<file path="config.mk">
export PLATFORM = sky130hd
export DESIGN_NAME = mutex_req_ctrl
export DESIGN_NICKNAME = d
export VERILOG_FILES = /design/src/rtl/mutex_req_ctrl.sv
export SDC_FILE = /design/constraint.sdc
export NUM_CORES = 1
export LEC_CHECK = 0
export CAP_MARGIN = 5
export CORE_UTILIZATION = 47
export DETAILED_ROUTE_END_ITERATION = 8
export PLACE_DENSITY = 0.8
export SYNTH_ARGS = -nofsm -noshare
export SYNTH_HDL_FRONTEND = slang
export SYNTH_SLANG_ARGS = --single-unit
</file>
<file path="constraint.sdc">
create_clock -name clk -period 1.6 [get_ports clk]
set_input_delay 0.24 -clock clk [delete_from_list [all_inputs] [get_ports clk]]
set_output_delay 0.24 -clock clk [all_outputs]
set_load 0.005 [all_outputs]
</file>
<file path="src/rtl/mutex_req_ctrl.sv">
// mutex_req_ctrl
//
// Synchronous requester front end for a two-input asynchronous mutex.
// Each of two local clients raises a level request. The block turns it into a
// four-phase r/g handshake toward the mutex, brings the returned grant into the
// clock domain through a two-flop synchronizer, and tracks ownership per channel.
// An optional hold timer forces release after HOLD_MAX owned cycles. Grant-line
// protocol violations raise a sticky error flag.
//
// Parameters
//   CW        width of the per-channel hold counters
//   HOLD_MAX  maximum owned cycles per grant (0 disables forced release)
//
// Ports
//   clk              system clock, all state on posedge
//   reset            synchronous active-high reset, clears all state
//   req1, req2       client level requests
//   rel1, rel2       single-cycle client release pulses (only honoured in OWN)
//   r1, r2           requests to the mutex (decoded from registered state)
//   g1, g2           asynchronous mutex grants
//   owned1, owned2   high while the channel owns the resource
//   forced1, forced2 one-cycle pulse in the last owned cycle of a timer release
//   proto_err        sticky grant-protocol violation flag
module mutex_req_ctrl #(
  parameter int unsigned     CW       = 8,
  parameter logic [CW-1:0]   HOLD_MAX = '0
) (
  input  logic clk,
  input  logic reset,
  input  logic req1,
  input  logic req2,
  input  logic rel1,
  input  logic rel2,
  output logic r1,
  output logic r2,
  input  logic g1,
  input  logic g2,
  output logic owned1,
  output logic owned2,
  output logic forced1,
  output logic forced2,
  output logic proto_err
);

  typedef enum logic [1:0] {
    IDLE = 2'd0,
    REQ  = 2'd1,
    OWN  = 2'd2,
    RET  = 2'd3
  } state_t;

  localparam logic [CW-1:0] HOLD_LAST = HOLD_MAX - CW'(1);
  localparam bit            HOLD_EN   = (HOLD_MAX != '0);

  logic [1:0] req_v;
  logic [1:0] rel_v;
  logic [1:0] g_v;

  assign req_v = {req2, req1};
  assign rel_v = {rel2, rel1};
  assign g_v   = {g2, g1};

  state_t        state_q    [2];
  state_t        state_d    [2];
  logic [CW-1:0] hold_cnt_q [2];
  logic [CW-1:0] hold_cnt_d [2];
  // Request withdrawn while waiting for the grant: finish the handshake via RET.
  logic [1:0]    drop_q;
  logic [1:0]    drop_d;
  logic [1:0]    sync_q;
  logic [1:0]    sync_d;
  logic [1:0]    gs_q;
  logic [1:0]    gs_d;
  logic          proto_err_q;
  logic          proto_err_d;

  logic [1:0]    r_v;
  logic [1:0]    owned_v;
  logic [1:0]    forced_v;

  always_ff @(posedge clk) begin
    if (reset) begin
      for (int i = 0; i < 2; i++) begin
        state_q[i]    <= IDLE;
        hold_cnt_q[i] <= '0;
      end
      drop_q      <= '0;
      sync_q      <= '0;
      gs_q        <= '0;
      proto_err_q <= 1'b0;
    end else begin
      for (int i = 0; i < 2; i++) begin
        state_q[i]    <= state_d[i];
        hold_cnt_q[i] <= hold_cnt_d[i];
      end
      drop_q      <= drop_d;
      sync_q      <= sync_d;
      gs_q        <= gs_d;
      proto_err_q <= proto_err_d;
    end
  end

  always_comb begin
    sync_d      = g_v;
    gs_d        = sync_q;
    // Both synchronized grants high at once means mutex exclusion is broken.
    proto_err_d = proto_err_q | (&gs_q);
    drop_d      = '0;
    r_v         = '0;
    owned_v     = '0;
    forced_v    = '0;
    for (int i = 0; i < 2; i++) begin
      state_d[i]    = state_q[i];
      hold_cnt_d[i] = '0;
      case (state_q[i])
        IDLE: begin
          // A grant with no request outstanding is a protocol fault; do not
          // start a new handshake on top of it.
          if (gs_q[i]) begin
            proto_err_d = 1'b1;
          end else if (req_v[i]) begin
            state_d[i] = REQ;
          end
        end
        REQ: begin
          r_v[i] = 1'b1;
          if (gs_q[i]) begin
            state_d[i] = (drop_q[i] || !req_v[i]) ? RET : OWN;
          end else begin
            drop_d[i] = drop_q[i] | ~req_v[i];
          end
        end
        OWN: begin
          r_v[i]        = 1'b1;
          owned_v[i]    = 1'b1;
          hold_cnt_d[i] = hold_cnt_q[i] + CW'(1);
          if (!gs_q[i]) begin
            // Grant vanished under us: flag it and still return to zero.
            proto_err_d = 1'b1;
            state_d[i]  = RET;
          end else if (rel_v[i] || !req_v[i]) begin
            // Client release wins over a coincident timer expiry.
            state_d[i] = RET;
          end else if (HOLD_EN && (hold_cnt_q[i] == HOLD_LAST)) begin
            state_d[i]  = RET;
            forced_v[i] = 1'b1;
          end
        end
        RET: begin
          if (!gs_q[i]) begin
            state_d[i] = IDLE;
          end
        end
        default: state_d[i] = IDLE;
      endcase
    end
  end

  assign r1        = r_v[0];
  assign r2        = r_v[1];
  assign owned1    = owned_v[0];
  assign owned2    = owned_v[1];
  assign forced1   = forced_v[0];
  assign forced2   = forced_v[1];
  assign proto_err = proto_err_q;

endmodule
</file>
==> results of run 1 <==
## sequential cells by signal, summed over array words and instances (netlist names)
signal / cells
state_q: 4
drop_q: 2
proto_err: 1
gs_d: 2
gs_q: 2
## power groups by stage
stage | Clock, W | Sequential [W] | Combinational, W
2_1_floorplan | 0 | 0.000353 | 0.000266
3_3_place_gp | 0 | 0.000359 | 0.000405
3_5_place_dp | 0 | 0.000363 | 0.000414
4_1_cts | 0.000198 | 0.000360 | 0.000503
5_1_grt | 0.000214 | 0.000370 | 0.000571
6_report | 0.000191 | 0.000363 | 0.000513
## layout make-up
class | instances | area (sq um)
well taps | 14 | 17.5
clock buffers | 3 | 22.5
multi-input cells | 50 | 414
repair buffers | 17 | 156
inverters | 8 | 35.0
clock inverters | 1 | 5.00
flip-flops and latches | 11 | 225
fillers | 93 | 310
## synth_stat cells (3+ instances only)
cell,count,area share [%]
nor3_1,4,3.1
a21oi_1,3,2.3
inv_1,8,4.7
ha_1,8,16
nor2_1,3,1.8
dfxtp_1,11,34
o21ai_0,4,3.1
nor2b_1,5,4.9
## metrics by stage
step / worst slack, ns / total power, W / hold WS (ns) / instances
2_1_floorplan: 0.225 / 0.000619 / 0.312 / 72
3_3_place_gp: 0.0819 / 0.000764 / 0.416 / 95
3_5_place_dp: 0.0617 / 0.000777 / 0.434 / 95
4_1_cts: 0.000955 / 0.00106 / 0.451 / 104
5_1_grt: 0.0193 / 0.00115 / 0.466 / 104
6_report: 0.0980 / 0.00107 / 0.459 / 104
## worst min-delay path by stage
stage                     depth (start not counted)       to  slack [ns]    start
after floorplan                                   1  gs_q[1]        0.31    reset
after global placement                            1  gs_q[1]        0.42  gs_d[1]
after detailed placement                          1  gs_q[0]        0.43  gs_d[0]
after CTS                                         1  gs_q[0]        0.45  gs_d[0]
after global routing                              1  gs_q[1]        0.47  gs_d[1]
final                                             1  gs_q[1]        0.46  gs_d[1]
## kinds of logic (layout without fill, tap and decap cells)
logic type | count (synthesis) | after routing
AO/OA/AOI/OAI | 16 | 16
buffers and inverters | 11 | 29
adder cells (fa/ha/maj) | 8 | 8
other | 1 | 2
flip-flops | 11 | 11
AND/OR/NAND/NOR | 24 | 24
## repair_timing
| item | CTS | global route |
|---|---|---|
| pin swaps | 2 | 1 |
| gates cloned | 0 | 0 |
| setup endpoints to repair | 4 | 1 |
| buffers inserted | 5 | 0 |
| resized for setup | 17 | 1 |
| hold endpoints to repair | 0 | 0 |
| hold buffers | 0 | 0 |
## layer usage
| layer | vias to the layer above | global-route usage (%) | routed length [microns] |
|---|---|---|---|
| met5 | - | 0 | 0 |
| met4 | 0 | 5.17 | 0 |
| met3 | 0 | 8.67 | 56 |
| met2 | 10 | 41.3 | 678 |
| met1 | 276 | 29.0 | 630 |
| li1 | 289 | - | - |
## worst max-delay path: stages, from the launching register on
cell and delay, ns:
dfxtp_2 0.37, inv_1 0.07, ha_1 0.29, dlygate4sd2_1 0.27
==> results.cfg, run 1 <==
[synthesis]
synth-edff-count = 0
ys_seq_area_share_pct = 34.3
postSynth.topFlopCell = dfxtp_1
synth_xor_area_share_pct = 0
synthCells = 71
synth_top_family_by_area = simple AND/OR/NAND/NOR gates
ys_seq_elements = 11
async_flop_share_pct = 0
postSynthAreaPerCell_sq_um = 9.04
synthMuxAreaShare_pct = 0
synth_compound_area_share_pct = 19.7
yosys_warnings = 0
syn-cell-area_sq_um = 642
synthSimpleGateAreaFrac_pct = 22.2
ys_types = 22
synth_fa_ha_area_share_pct = 15.6

[placement]
port-buffer-count = 12
gp_congestion = 0.730
hpwl_microns = 930
place_area_sq_um = 764

[clock_tree]
cts_sinks = 11
ctsHtreeMaxLevel = 1
insertion_delay_ns = 0.27
cts.path.max_buffers = 2
root_buffer = clkbuf_4
cts_buffers = 3
clk_pin_slew_worst_paths_ns = 0.07
cts_tree = done

[finish]
final_util_pct = 73.8
drive_gt1_share_pct = 25.6
design_area_sq_um = 876
layout_commonest_cell = clkdlybuf4s50_1
n_antenna_cell = 0
layout-area-overhead-vs-synth_pct = 36.5
layout_common_cells = 8 x clkdlybuf4s50_1, 7 x dfxtp_1
nNetsFinal = 107

[pwr]
netSwitchingPower_w = 0.000392
clkPwrFrac_pct = 17.9
p_leak_nw = 0.373
pwr-share-seq_pct = 34.0
power.density_mw_per_mm2 = 1220
switching_share_pct = 36.7
p_int_w = 0.000676
p_comb_share_pct = 48.1
vdd_drop_max_mv = 0.780

[timing]
maxSlewViolCount = 0
hold_viol = 0
max_clock_freq_mhz = 666
setup_violations = 0
period_minus_slack_ns = 1.50
post-route-period-util_pct = 93.9
fin_skew_ns = 0.00335
rsz0062_at_grt = no
tns_ns = 0

[run]
drv_cap = 0

[grt]
grt_pass1_wl_microns = 2470
grt_max_degree = 12
antenna_found_initial = 0
grt-ovfl-total = 0
grt_pass1_vias = 597
grt_usage_pct = 24.3

[route]
drt-initial-drc-count = 8
drt_drc_violations_left = 0
drt_wl_total_microns = 1360
wl_per_cell_microns = 13.1
ant_nets = 0
num_vias = 575
drt-pass1-iter-count = 4
viasPerCell = 5.53

[setup_path]
r2r_end = state_q[0][2]
cp-end-kind = primary output
worst-setup-path-type = register to primary output
critical_path_arrival_ns = 1.26
endpoint = r1
rrSetupSlack_ns = 0.11
r2r_start = state_q[0][3]
cp.required_ns = 1.36
critPathLaunchType = register
worst-path-max-fanout = 3
critPathLaunch = state_q[0][1]
r2r_cells = 7

[die]
rows = 12
die_h_microns = 39.0
pin_count = 15
die_w_microns = 39.0
core_sq_mm = 0.00119
start_util_pct = 54.1
fp.dieArea_sq_mm = 0.00152

[status]
status = finished, final reports clean

[min_path]
hold_path_class = register to register
(Power assumes the default switching activity.)
==> inputs of run 2 (changes only) <==
SETUP_SLACK_MARGIN = 0.4   (was not set)
==> run 2 against run 1 <==
Flip-flop and latch count did not move. Critical path depth up 4. Combinational power grew 55%. Clock skew up 0.0076 ns. Die area is the same. Sequential power increased by 4%. Highest routed layer is now met4. Clock-buffer cell count up 1. Utilization is 17 points higher.
==> results.cfg, run 2 (synthesis results as in run 1) <==
[grt]
grt-ovfl-total = 0
grt_max_degree = 12
grt_pass1_vias = 654
grt_pass1_wl_microns = 2990
grt_usage_pct = 31.3
antenna_found_initial = 0

[finish]
layout_common_cells = 7 x ha_4, 7 x clkdlybuf4s50_1, 7 x buf_6, 6 x dfxtp_1, 6 x buf_4
final_util_pct = 90.7
layout-area-overhead-vs-synth_pct = 67.6
fill_cells = 48
nNetsFinal = 113
largest_register_ffs = 4
largest-register = state_q
n_antenna_cell = 0
drive_gt1_share_pct = 53.1

[timing]
hold_viol = 0
post-route-period-util_pct = 96.9
fin_skew_ns = 0.0109
setup_violations = 0
max_clock_freq_mhz = 645
period_minus_slack_ns = 1.55
rsz0062_at_grt = yes
tns_ns = 0
maxSlewViolCount = 0

[clock_tree]
cts_sinks = 11
cts.path.max_buffers = 2
cts_buffers = 3
ctsHtreeMaxLevel = 1
insertion_delay_ns = 0.29
clk_pin_slew_worst_paths_ns = 0.07
root_buffer = clkbuf_4
cts_tree = done

[route]
drt-initial-drc-count = 20
ant_nets = 0
drt_drc_violations_left = 0
viasPerCell = 6.00
wl_per_cell_microns = 20.0
num_vias = 660
drt_wl_total_microns = 2200
drt-pass1-iter-count = 4

[placement]
gp_congestion = 0.796
port-buffer-count = 12
hpwl_microns = 961

[die]
pin_count = 15
start_util_pct = 54.1
core_sq_mm = 0.00119
fp.dieArea_sq_mm = 0.00152
die_w_microns = 39.0
die_h_microns = 39.0
rows = 12

[setup_path]
worst-path-max-fanout = 5
critPathLaunchType = register
worst-setup-path-type = register to register
cp.required_ns = 1.78
critical_path_arrival_ns = 1.73
cp-end-kind = register

[min_path]
hold_path_class = register to register

[pwr]
vdd_drop_max_mv = 0.959
power.density_mw_per_mm2 = 1280
p_leak_nw = 0.409

[run]
drv_cap = 0

[status]
status = finished, final reports clean
[run 2: repair_timing]
item,4_1_cts,5_1_grt
gates resized for setup,41,16
pin swaps,15,11
setup endpoints to repair,10,9
buffers inserted,7,2
hold buffers,0,0
[run 2: final cells by class]
cell class	instances	area, sq um	area share, %
Tap cell	14	17.5	1.63
Multi-Input combinational cell	50	551	51.2
Clock buffer	4	26.3	2.44
Timing Repair Buffer	23	213	19.8
Sequential cell	11	231	21.5
Inverter	8	37.5	3.49
[run 2: report_power, final]
part           internal, W  switching [W]  leakage (nW)  total (W)
Clock            0.0000969       0.000111        0.0150   0.000208
Sequential        0.000331      0.0000465        0.0930   0.000378
Combinational     0.000403       0.000392         0.301   0.000795
Total             0.000831       0.000550         0.409    0.00138
[run 2: worst max-delay path, stage by stage (launching register included)]
cell,delay (ns)
dfxtp_2,0.33
buf_6,0.13
ha_4,0.16
buf_6,0.12
nand3b_1,0.10
o2111a_2,0.26
o22ai_2,0.10
a221oi_2,0.25
[run 2: path summary, 6_finish.rpt]
| check | from | to | slack (ns) | depth (start not counted) |
|---|---|---|---|---|
| max | state_q[0][1] | state_q[0][0] | 0.05 | 7 |
| min | gs_d[0] | gs_q[0] | 0.46 | 1 |
| max reg2reg | state_q[0][1] | state_q[0][0] | 0.05 | 7 |
| min reg2reg | gs_d[0] | gs_q[0] | 0.46 | 1 |
[run 2: stage by stage]
stage | setup slack, ns | total power (W) | instance area, sq um | hold slack [ns] | std cells
global route | -0.000356 | 0.00144 | 1080 | 0.474 | 110
floorplan | 0.377 | 0.000664 | 683 | 0.312 | 72
detailed placement | 0.0682 | 0.000838 | 817 | 0.434 | 97
global placement | 0.0860 | 0.000822 | 817 | 0.417 | 97
CTS | 0.157 | 0.00121 | 1020 | 0.449 | 108
finish | 0.0496 | 0.00138 | 1080 | 0.457 | 110
[run 2: per-layer routing]
layer  global-route usage, %  part of all wire, %
met3                    9.25                  7.3
met1                    31.0                   38
met5                       0                    0
met2                    55.4                   52
met4                    20.7                  2.4
==> inputs of run 3 (changes only) <==
==> constraint.sdc (replaced) <==
create_clock -name clk -period 1.6 [get_ports clk]
set_input_delay 0.16 -clock clk [delete_from_list [all_inputs] [get_ports clk]]
set_output_delay 0.16 -clock clk [all_outputs]
set_load 0.005 [all_outputs]
==> run 3 against run 2 <==
Via count fell by 14%. Worst setup slack improved by 0.062 ns. Non-clock buffer count fell by 6. Clock skew fell by 0.0056 ns. Die area did not move. Sequential share of layout area rose by 2.9 points. Largest cell class unchanged. Largest power group unchanged.
==> results.cfg, run 3 (synthesis results as in run 1) <==
[setup_path]
cp-end-kind = register
cp_cell_sequence = buf_6 > ha_4 > buf_6 > nand3b_1 > o2111a_2 > o22ai_2 > a221oi_2
worst-setup-path-type = register to register
worst-path-max-fanout = 4
r2r_cells = 7
critPathSlowestCell = dfxtp_4
rrSetupSlack_ns = 0.11
critPathLaunch = state_q[0][1]
cpPeakStageDelay_ns = 0.34
critical_path_arrival_ns = 1.67
r2r_end = state_q[0][0]
critPathLaunchType = register
cp_common_cell = buf_6
cp.required_ns = 1.78
r2r_start = state_q[0][1]

[die]
rows = 12
fp.dieArea_sq_mm = 0.00152
die_h_microns = 39.0
die_w_microns = 39.0
core_sq_mm = 0.00119
pin_count = 15
start_util_pct = 54.1

[route]
drt-initial-drc-count = 16
drt_wl_total_microns = 1470
drt_drc_violations_left = 0
drt-pass1-iter-count = 4
num_vias = 569
wl_per_cell_microns = 14.2
ant_nets = 0
viasPerCell = 5.47

[finish]
multi_input_area_sq_um = 482
largest-register = state_q
regArea_sq_um = 236
layout-area-overhead-vs-synth_pct = 50.7
fin_cells = 104
largest_register_ffs = 4
drive_gt1_share_pct = 37.8
layout_common_cells = 7 x clkdlybuf4s50_1, 6 x ha_4, 6 x dfxtp_1
nNetsFinal = 107
fill_cells = 73
n_antenna_cell = 0
layout_commonest_cell = clkdlybuf4s50_1

[pwr]
p_leak_nw = 0.368
power.density_mw_per_mm2 = 1220
vdd_drop_max_mv = 0.811

[clock_tree]
insertion_delay_ns = 0.27
cts_tree = done
cts_sinks = 11
ctsHtreeMaxLevel = 1
cts.path.max_buffers = 2
cts_buffers = 3
clk_pin_slew_worst_paths_ns = 0.07
root_buffer = clkbuf_4
ctsHoldBuffers = 0

[timing]
setup_violations = 0
hold_viol = 0
post-route-period-util_pct = 93.0
fin_skew_ns = 0.00530
tns_ns = 0
rsz0062_at_grt = yes
period_minus_slack_ns = 1.49
max_clock_freq_mhz = 672
maxSlewViolCount = 0

[grt]
antenna_found_initial = 0
grt_pass1_vias = 522
grt_max_degree = 12
grt-ovfl-total = 0
grt_pass1_wl_microns = 2210
grt_usage_pct = 23.2

[min_path]
hold_path_class = register to register
whs_path_depth = 1
worstHoldStart = gs_d[0]
min_to = gs_q[0]

[placement]
port-buffer-count = 12
hpwl_microns = 859
gp_congestion = 0.777
place_inst = 95

[status]
status = finished, final reports clean

[run]
drv_cap = 0
==> run 3: cell types whose count changed in the layout (fill, tap and decap cells not counted), sizes merged <==
| cell | delta |
|---|---|
| buf | -8 |
| dlygate4sd2 | +1 |
| clkdlybuf4s15 | +1 |
==> run 3: stage by stage <==
stage	instance area (sq um)	util [%]	setup WS, ns	total power [W]	hold slack (ns)
finish	967	81.5	0.112	0.00118	0.438
global route	967	81.5	0.0616	0.00126	0.440
CTS	932	78.6	0.106	0.00111	0.436
detailed placement	802	67.6	0.143	0.000812	0.428
global placement	802	67.6	0.162	0.000807	0.417
floorplan	683	-	0.377	0.000664	0.232
==> run 3: routing by layer <==
metal,share of wire (%),vias to the layer above,GRT usage (%)
li1,-,289,-
met1,45,259,25.9
met2,49,16,36.7
met3,4.2,5,8.67
met4,1.8,0,14.7
met5,0,-,0
==> run 3: power breakdown <==
part | switching (W) | internal (W) | total [W]
Sequential | 0.0000445 | 0.000334 | 0.000378
Clock | 0.0000918 | 0.0000967 | 0.000189
Combinational | 0.000289 | 0.000321 | 0.000610
==> run 3: final cells by class <==
class                      instances  share of cell area, %
sequential                        11                   24.5
tap                               14                   1.81
inverter                           8                   3.88
timing repair buffer              17                   17.3
multi-input combinational         50                   49.8
clock buffer                       4                   2.72
==> run 3: what timing repair did <==
item | 4_1_cts | 5_1_grt
buffers inserted | 5 | 0
setup endpoints to repair | 10 | 9
pin swaps | 12 | 8
resized for setup | 26 | 12
==> run 3: worst max-delay path by stage <==
stage                     slack (ns)  cells past startpoint             to
after global routing            0.06                      7  state_q[0][0]
after global placement          0.16                      5  state_q[0][0]
after CTS                       0.11                      7  state_q[0][0]
final                           0.11                      7  state_q[0][0]
after floorplan                 0.38                      6  state_q[0][0]
after detailed placement        0.14                      5  state_q[0][0]
==> run 3: worst max-delay path: cells and delay by family (launching register included) <==
| kind | cells | cell delay [ns] |
|---|---|---|
| simple gates | 1 | 0.11 |
| compound gates | 3 | 0.54 |
| flops | 1 | 0.34 |
| fa+ha+maj | 1 | 0.16 |
| buf+inv | 2 | 0.24 |
